===== config.mk =====
export PLATFORM = sky130hd
export DESIGN_NAME = rv_writeback_lq
export DESIGN_NICKNAME = d
export VERILOG_FILES = /design/src/rtl/rv_writeback_lq.sv
export SDC_FILE = /design/constraint.sdc
export NUM_CORES = 1
export LEC_CHECK = 0
export BUFFER_PORTS_ARGS = -buffer_cell sky130_fd_sc_hd__clkbuf_2
export CAP_MARGIN = 20
export CORE_ASPECT_RATIO = 1.5
export CORE_MARGIN = 2
export CORE_UTILIZATION = 35
export CTS_CLUSTER_SIZE = 8
export DETAILED_ROUTE_END_ITERATION = 6
export PLACE_DENSITY = 0.63
export SYNTH_ARGS = -nofsm -noshare
export SYNTH_HDL_FRONTEND = slang
export SYNTH_SLANG_ARGS = --single-unit

===== constraint.sdc =====
create_clock -name clk_i -period 3.75 [get_ports clk_i]
set_input_delay 0.375 -clock clk_i [delete_from_list [all_inputs] [get_ports clk_i]]
set_output_delay 0.375 -clock clk_i [all_outputs]
set_load 0.01 [all_outputs]

===== src/rtl/rv_writeback_lq.sv =====
// Writeback stage with an in-order load queue arbitrating load returns and ALU/shift/mul results onto one RF write port.
// Optional load watchdog enabled by defining RV_WB_LOAD_TIMEOUT_EN (limit set by TIMEOUT_CYCLES).
module rv_writeback_lq #(
  parameter int LQ_DEPTH       = 2,
  parameter int TIMEOUT_CYCLES = 255
) (
  input  logic        clk_i,
  input  logic        rst_n_i,
  input  logic        w_stall_i,
  output logic        w_stall_req_o,
  input  logic        x_valid_i,
  input  logic [2:0]  x_fun_i,
  input  logic        x_load_i,
  input  logic        x_store_i,
  input  logic [1:0]  x_dm_addr_i,
  input  logic [4:0]  x_rd_i,
  input  logic        x_rd_write_i,
  input  logic [1:0]  x_rd_source_i,
  input  logic [31:0] x_rd_value_i,
  input  logic [31:0] x_shifter_rd_value_i,
  input  logic [31:0] x_multiply_rd_value_i,
  input  logic [31:0] dm_data_l_i,
  input  logic        dm_load_done_i,
  input  logic        dm_store_done_i,
  output logic [31:0] rf_rd_value_o,
  output logic [4:0]  rf_rd_o,
  output logic        rf_rd_write_o,
  output logic [31:0] lq_pending_mask_o,
  output logic        lq_empty_o,
  output logic        load_err_o
);

  localparam int PTR_W = (LQ_DEPTH > 1) ? $clog2(LQ_DEPTH) : 1;
  localparam int CNT_W = PTR_W + 1;
  localparam logic [CNT_W-1:0] DEPTH_C = CNT_W'(LQ_DEPTH);

  localparam logic [2:0] LDST_B  = 3'd0;
  localparam logic [2:0] LDST_H  = 3'd1;
  localparam logic [2:0] LDST_L  = 3'd2;
  localparam logic [2:0] LDST_BU = 3'd4;
  localparam logic [2:0] LDST_HU = 3'd5;

  localparam logic [1:0] RD_SOURCE_ALU      = 2'd0;
  localparam logic [1:0] RD_SOURCE_SHIFTER  = 2'd1;
  localparam logic [1:0] RD_SOURCE_MULTIPLY = 2'd2;

  logic [4:0]       ent_rd_reg   [LQ_DEPTH];
  logic [2:0]       ent_fun_reg  [LQ_DEPTH];
  logic [1:0]       ent_addr_reg [LQ_DEPTH];
  logic             ent_vld_reg  [LQ_DEPTH];
  logic [PTR_W-1:0] rd_ptr_reg;
  logic [PTR_W-1:0] wr_ptr_reg;
  logic [CNT_W-1:0] count_reg;

  logic        lq_empty;
  logic        lq_full;
  logic        pop_done;
  logic        timeout_pop;
  logic        pop_any;
  logic        push;
  logic        nl_req;
  logic        nl_write;
  logic        conflict;
  logic [4:0]  head_rd;
  logic [2:0]  head_fun;
  logic [1:0]  head_addr;
  logic [7:0]  load_byte;
  logic [15:0] load_half;
  logic [31:0] aligned_value;
  logic [31:0] nl_value;

  assign lq_empty = (count_reg == '0);
  assign lq_full  = (count_reg == DEPTH_C);

  assign pop_done = dm_load_done_i & ~lq_empty;
  assign pop_any  = pop_done | timeout_pop;
  // A full queue still accepts a load in the same cycle the head leaves.
  assign push     = x_valid_i & x_load_i & ~w_stall_i & (~lq_full | pop_any);
  assign nl_req   = x_valid_i & x_rd_write_i & ~x_load_i & ~w_stall_i;
  assign conflict = nl_req & pop_done;
  assign nl_write = nl_req & ~pop_done;

  assign w_stall_req_o = (x_load_i & x_valid_i & lq_full & ~pop_any)
                       | (x_store_i & ~dm_store_done_i)
                       | conflict;

  assign head_rd   = ent_rd_reg[rd_ptr_reg];
  assign head_fun  = ent_fun_reg[rd_ptr_reg];
  assign head_addr = ent_addr_reg[rd_ptr_reg];

  assign load_byte = dm_data_l_i[{head_addr, 3'b000} +: 8];
  assign load_half = head_addr[1] ? dm_data_l_i[31:16] : dm_data_l_i[15:0];

  always_comb begin
    aligned_value = dm_data_l_i;
    case (head_fun)
      LDST_B:  aligned_value = {{24{load_byte[7]}}, load_byte};
      LDST_BU: aligned_value = {24'd0, load_byte};
      LDST_H:  aligned_value = {{16{load_half[15]}}, load_half};
      LDST_HU: aligned_value = {16'd0, load_half};
      LDST_L:  aligned_value = dm_data_l_i;
      default: aligned_value = dm_data_l_i;
    endcase
  end

  always_comb begin
    case (x_rd_source_i)
      RD_SOURCE_SHIFTER:  nl_value = x_shifter_rd_value_i;
      RD_SOURCE_MULTIPLY: nl_value = x_multiply_rd_value_i;
      RD_SOURCE_ALU:      nl_value = x_rd_value_i;
      default:            nl_value = x_rd_value_i;
    endcase
  end

  // Entry storage; on a simultaneous pop+push of the same slot the push wins.
  always_ff @(posedge clk_i or negedge rst_n_i) begin
    if (!rst_n_i) begin
      for (int i = 0; i < LQ_DEPTH; i++) begin
        ent_vld_reg[i]  <= 1'b0;
        ent_rd_reg[i]   <= 5'd0;
        ent_fun_reg[i]  <= 3'd0;
        ent_addr_reg[i] <= 2'd0;
      end
    end else begin
      for (int i = 0; i < LQ_DEPTH; i++) begin
        if (pop_any && (rd_ptr_reg == PTR_W'(i))) begin
          ent_vld_reg[i] <= 1'b0;
        end
        if (push && (wr_ptr_reg == PTR_W'(i))) begin
          ent_vld_reg[i]  <= 1'b1;
          ent_rd_reg[i]   <= x_rd_i;
          ent_fun_reg[i]  <= x_fun_i;
          ent_addr_reg[i] <= x_dm_addr_i;
        end
      end
    end
  end

  always_ff @(posedge clk_i or negedge rst_n_i) begin
    if (!rst_n_i) begin
      rd_ptr_reg <= '0;
      wr_ptr_reg <= '0;
      count_reg  <= '0;
    end else begin
      if (pop_any) begin
        rd_ptr_reg <= rd_ptr_reg + PTR_W'(1);
      end
      if (push) begin
        wr_ptr_reg <= wr_ptr_reg + PTR_W'(1);
      end
      case ({push, pop_any})
        2'b10:   count_reg <= count_reg + CNT_W'(1);
        2'b01:   count_reg <= count_reg - CNT_W'(1);
        default: count_reg <= count_reg;
      endcase
    end
  end

  logic [31:0] ent_mask [LQ_DEPTH];

  generate
    for (genvar gi = 0; gi < LQ_DEPTH; gi++) begin : g_mask
      assign ent_mask[gi] = ent_vld_reg[gi] ? (32'd1 << ent_rd_reg[gi]) : 32'd0;
    end
  endgenerate

  always_comb begin
    lq_pending_mask_o = 32'd0;
    for (int i = 0; i < LQ_DEPTH; i++) begin
      lq_pending_mask_o = lq_pending_mask_o | ent_mask[i];
    end
    lq_pending_mask_o[0] = 1'b0;
  end

  assign lq_empty_o = lq_empty;

  always_ff @(posedge clk_i or negedge rst_n_i) begin
    if (!rst_n_i) begin
      rf_rd_value_o <= 32'd0;
      rf_rd_o       <= 5'd0;
      rf_rd_write_o <= 1'b0;
    end else if (pop_done) begin
      rf_rd_value_o <= aligned_value;
      rf_rd_o       <= head_rd;
      rf_rd_write_o <= (head_rd != 5'd0);
    end else if (nl_write) begin
      rf_rd_value_o <= nl_value;
      rf_rd_o       <= x_rd_i;
      rf_rd_write_o <= 1'b1;
    end else begin
      rf_rd_write_o <= 1'b0;
    end
  end

`ifdef RV_WB_LOAD_TIMEOUT_EN
  localparam logic [16:0] TIMEOUT_LIM = 17'(TIMEOUT_CYCLES);

  logic [15:0] wd_cnt_reg;
  logic        load_err_reg;

  // A real load return in the same cycle takes precedence over the watchdog.
  assign timeout_pop = ~lq_empty & ~dm_load_done_i & (({1'b0, wd_cnt_reg} + 17'd1) == TIMEOUT_LIM);

  always_ff @(posedge clk_i or negedge rst_n_i) begin
    if (!rst_n_i) begin
      wd_cnt_reg   <= 16'd0;
      load_err_reg <= 1'b0;
    end else begin
      load_err_reg <= timeout_pop;
      if (pop_any || lq_empty) begin
        wd_cnt_reg <= 16'd0;
      end else begin
        wd_cnt_reg <= wd_cnt_reg + 16'd1;
      end
    end
  end

  assign load_err_o = load_err_reg;
`else
  logic unused_timeout_cfg;

  assign timeout_pop        = 1'b0;
  assign load_err_o         = 1'b0;
  assign unused_timeout_cfg = (TIMEOUT_CYCLES != 0);
`endif

endmodule


==> results of run 1 <==
## where the power goes
group / internal [W] / switching, W
Combinational: 0.000970 / 0.00129
Clock: 0.000470 / 0.000282
Sequential: 0.00105 / 0.000385
## how the worst max path moves through the flow
stage,to,cells after the start
after detailed placement,rf_rd_value_o[21],6
after global placement,rf_rd_value_o[2],6
after global routing,rf_rd_value_o[19],6
after CTS,rf_rd_value_o[21],6
after floorplan,rf_rd_value_o[16],7
final,rf_rd_value_o[2],6
## stage by stage
stage | std cells | hold slack, ns | instance area (sq um) | total power (W) | worst slack, ns
floorplan | 518 | 0.07941 | 4562 | 0.002929 | 1.996
global placement | 853 | 0.5025 | 5703 | 0.003635 | 1.361
detailed placement | 853 | 0.5289 | 5703 | 0.003699 | 1.283
CTS | 866 | 0.2552 | 5964 | 0.004462 | 1.302
global route | 869 | 0.2965 | 6010 | 0.004758 | 1.114
finish | 869 | 0.2898 | 6010 | 0.004447 | 1.281
## cells by family (layout without fill, tap and decap cells)
kind of cell,Yosys count,in the layout,share of synthesized area
muxes,38,38,0.09690
buffers and inverters,72,264,0.06835
AOI/OAI and AO/OA,215,215,0.3269
xor gates and xnor gates,5,5,0.009607
DFF,64,64,0.3514
and+or+nand+nor,119,119,0.1378
adders and majority gates,3,3,0.008236
other,1,2,0.0008227
## worst max-delay path, stage by stage (launching register included)
cell      delay [ns]
dfrtp_1         0.54
buf_4           0.30
mux2i_1         0.93
nand2_1         0.12
a31oi_1         0.19
o221ai_1        0.17
o21ai_0         0.13
## cells in the mapped netlist, types with 2 or more instances
library cell	number
a211oi_1	8
a21oi_1	57
a221o_1	16
a221oi_1	31
a22oi_1	8
a31oi_1	6
buf_1	2
buf_2	7
buf_4	4
clkbuf_1	33
dfrtp_1	64
ha_1	3
inv_1	23
mux2_2	25
mux2i_1	10
mux2i_4	2
nand2_1	20
nand2b_1	2
nand3_1	9
nand3b_1	12
nor2_1	30
nor2b_1	15
nor3_1	16
nor3b_1	2
o21ai_0	29
o21ai_2	10
o221ai_1	7
o22ai_1	31
o32a_2	2
o32ai_1	2
or3_1	3
or3b_2	6
xnor2_1	4
## layer usage
layer / track usage / wire, microns / part of all wire / up-vias
met1: 0.2586 / 6321 / 0.38 / 2400
met2: 0.4240 / 9019 / 0.54 / 217
li1: - / - / - / 2363
met5: 0 / 0 / 0 / -
met4: 0.09489 / 340 / 0.020 / 0
met3: 0.03988 / 1030 / 0.062 / 27
## cell type report
type                    count  area share
clock inverters             1   0.0008328
clock buffers              12     0.04268
inverters                  24     0.01499
repair buffers            227      0.1961
well taps                 159     0.03310
multi-input cells         382      0.4458
flip-flops and latches     64      0.2665
## timing repair
item,4_1_cts,5_1_grt
hold buffers,0,1
endpoints found under the hold margin,0,5
buffers inserted,0,0
==> results.toml, run 1 <==
[outcome]
status = "finished, final reports clean"

[clock_network]
cts_resized = 0
htreeDepth = 3
cts_tree = "done"
insertion_delay_ns = 0.33
clk_path_buf_depth = 2
clock-sinks = 64
cts_buffers = 9
ctsRootBufferMaster = "clkbuf_16"
clk_pin_slew_ns = 0.05

[detailed_routing]
first_pass_iters = 5
drc = 0
vias = 5007
drtIter0Drc = 258
totalWireLength_mm = 16.71
wl_per_cell_microns = 19.23
drtAntennaViolNets = 0
viasPerCell = 5.762

[logic_synthesis]
synth_area_leaders = "dfrtp_1 35%, a21oi_1 6.3%, mux2_2 6.2%, a221oi_1 6.0%, o22ai_1 4.3%"
ys_ff_latch = 64
synthArstFlopShare = 1.000
yosysTopAreaCellShare = 0.3514
syn-instance-count = 517
synth.distinct_cells = 51
ys.warnings.count = 0
syn_area_per_cell_sq_um = 8.816
synth-main-ff-cell = "dfrtp_1"
synth_area_leader_cell = "dfrtp_1"
yosysSeqAreaShare = 0.3514
synth-edff-count = 0
syn_area_sq_um = 4558

[cells_and_area]
largest_reg_flops = 32
seqCellArea_sq_um = 1602
multi_input_area_sq_um = 2679
synthToLayoutAreaGrowth_pct = 31.84
fill_cells = 1313
final_cell_mix = "218 x clkbuf_2, 64 x dfrtp_1, 57 x a21oi_1"
layout_commonest_cell = "clkbuf_2"
diodes = 0
layout-drive-gt1-share = 0.4127
finalNetCount = 860
final_util = 0.4685

[die]
die_w_microns = 97.18
num_rows = 51
pin_count = 222
die_area_sq_um = 13970
coreArea_sq_um = 12830
initial_core_util = 0.3554
die_y_microns = 143.8

[worst_setup_path]
required_ns = 3.99
crit_path_max_fanout = 17
r2r_start = "rd_ptr_reg"
worstSetupPathType = "register to register"
r2r_setup_slack_ns = 1.28
r2r-end = "rf_rd_value_o[2]"
rr_worst_depth = 6
startpoint = "rd_ptr_reg"
worstPathArrival_ns = 2.71
start_kind = "register"
critPathCaptureType = "register"

[power]
ir_worst_vdd_v = 0.0002477
power_density_nw_per_um2 = 740.1
leakage_nw = 2.790

[sta]
finalSetupViolCount = 0
finalMaxSlewViolations = 0
rsz0062_at_grt = "no"
maxSlewHeadroom = 0.2444
tns_ns = 0
hold_viol_final = 0
max_freq_ghz = 0.4050
fin_crit_sh = 0.6584
fin_skew_ns = 0.002525
worstMarginPinSlew_ns = 1.102
period_needed_ns = 2.469

[run]
drv_cap = 0

[hold_path]
min-delay-path-class = "input pin to register"
worstHoldPathCells = 3
whs_endpoint = "ent_addr_reg[2]"
hold_path.startpoint = "x_dm_addr_i[0]"

[grt]
antenna_found_initial = 0
first_global_vias = 4865
gr-usage-all-layers = 0.2289
grt_max_degree = 65
grt_pass1_wl_mm = 25.56
grt-ovfl-total = 0

[place]
dp_hpwl_mm = 13.17
port_buffers = 219
gp_congestion = 0.9334
Note: power is estimated with default switching activity, not from simulation.
==> run 2, diff against run 1 <==
==> constraint.sdc (replaced) <==
create_clock -name clk_i -period 2.3 [get_ports clk_i]
set_input_delay 0.23 -clock clk_i [delete_from_list [all_inputs] [get_ports clk_i]]
set_output_delay 0.23 -clock clk_i [all_outputs]
set_load 0.01 [all_outputs]
==> run 2 against run 1 <==
Global-route usage shrank 0.36 points; setup slack lost 0.98 ns; core utilization is 0.41 points higher; non-clock buffer count grew 5; die area stayed put; fmax rose by 23%; count of clock-buffer cells in the layout increased by 2; first-iteration DRC count is 3.5% higher; largest power group unchanged.
==> results.toml, run 2 (synthesis gave the netlist of run 1 again) <==
[power]
ir_worst_vdd_v = 0.0004358
leakage_nw = 2.821
power_density_nw_per_um2 = 1212

[hold_path]
min-delay-path-class = "input pin to asynchronous set/reset pin"

[clock_network]
cts_setup_buffers = 0
clock-sinks = 64
insertion_delay_ns = 0.33
htreeDepth = 3
cts_hold_buf = 0
cts_resized = 0
ctsRootBufferMaster = "clkbuf_16"
cts_buffers = 9
clk_pin_slew_ns = 0.05
cts_tree = "done"
clk_path_buf_depth = 2

[grt]
gr-usage-all-layers = 0.2253
grt-ovfl-total = 0
grt_pass1_wl_mm = 24.82
first_global_vias = 4762
grt_max_degree = 65
antenna_found_initial = 0

[detailed_routing]
totalWireLength_mm = 16.18
drtIter0Drc = 267
viasPerCell = 5.690
vias = 4990
drtAntennaViolNets = 0
wl_per_cell_microns = 18.45
first_pass_iters = 4
drc = 0

[worst_setup_path]
critPathCaptureType = "register"
crit_path_max_fanout = 16
start_kind = "register"
required_ns = 2.48
worstPathArrival_ns = 2.18
worstSetupPathType = "register to register"

[sta]
setup_ws_ns = 0.2983
finalSetupViolCount = 0
period_needed_ns = 2.002
max_freq_ghz = 0.4996
worstMarginPinSlew_ns = 0.8307
fin_skew_ns = 0.007036
rsz0062_at_grt = "no"
finalMaxSlewViolations = 0
fin_crit_sh = 0.8703
hold_viol_final = 0
tns_ns = 0
maxSlewHeadroom = 0.4462

[die]
initial_core_util = 0.3554
coreArea_sq_um = 12830
die_area_sq_um = 13970
num_rows = 51
pin_count = 222
die_y_microns = 143.8
die_w_microns = 97.18

[cells_and_area]
layout_commonest_cell = "clkbuf_2"
final_cell_mix = "218 x clkbuf_2, 64 x dfrtp_1, 57 x a21oi_1"
layout-drive-gt1-share = 0.4192
finalNetCount = 865
diodes = 0
fin_area_sq_um = 6062
synthToLayoutAreaGrowth_pct = 32.99
fill_cells = 1276
largest_reg_flops = 32

[place]
dp_hpwl_mm = 12.89
placed_area_sq_um = 5776
dpl_worst_slack_ns = 0.2479
port_buffers = 219
gp_congestion = 0.8840

[run]
drv_cap = 0

[outcome]
status = "finished, final reports clean"
==> run 2: power by group <==
group	switching (W)	total, W	internal (W)
registers	0.000602	0.00231	0.00171
clock network	0.000467	0.00128	0.000815
logic	0.00212	0.00375	0.00164
total	0.00319	0.00735	0.00416
==> run 2: worst max-delay path, cell delays in order (launching register included) <==
cell	delay (ns)
dfrtp_1	0.41
buf_4	0.20
nand2b_1	0.20
o32a_2	0.29
a21oi_4	0.09
o211ai_4	0.48
o21ai_0	0.18
==> run 2: cell type report <==
type                            count  area, sq um  area share
Clock buffer                       14        274.0     0.04520
Timing Repair Buffer              232         1206      0.1990
Tap cell                          159        198.9     0.03282
Multi-Input combinational cell    382         2679      0.4419
Clock inverter                      2        12.51    0.002064
Inverter                           24        90.09     0.01486
Sequential cell                    64         1602      0.2642
==> run 2: path summary, 6_finish.rpt <==
kind	start	end	slack, ns	depth (start not counted)
min in group clk_i	x_dm_addr_i[0]	ent_addr_reg[2]	0.14	3
setup / recovery	rd_ptr_reg	rf_rd_value_o[20]	0.30	6
max in group asynchronous	rst_n_i	rf_rd_value_o[6]	1.67	2
hold / removal	rst_n_i	rf_rd_value_o[3]	0.06	2
hold reg to reg	wr_ptr_reg	wr_ptr_reg	0.52	1
setup reg to reg	rd_ptr_reg	rf_rd_value_o[20]	0.30	6
==> run 2: per-layer routing <==
| layer | track usage | share of wire |
|---|---|---|
| met2 | 0.4119 | 0.53 |
| met5 | 0 | 0 |
| met4 | 0.09118 | 0.024 |
| met3 | 0.03259 | 0.055 |
| met1 | 0.2641 | 0.39 |
==> run 2: metrics by stage <==
| step | instances | hold slack, ns | power (W) | util |
|---|---|---|---|---|
| after global routing | 877 | 0.1492 | 0.007862 | 0.4726 |
| after floorplan | 518 | -0.06559 | 0.004775 | - |
| after CTS | 877 | 0.1086 | 0.007385 | 0.4726 |
| after global placement | 861 | 0.4446 | 0.005992 | 0.4503 |
| final | 877 | 0.06211 | 0.007345 | 0.4726 |
| after detailed placement | 861 | 0.4600 | 0.006088 | 0.4503 |
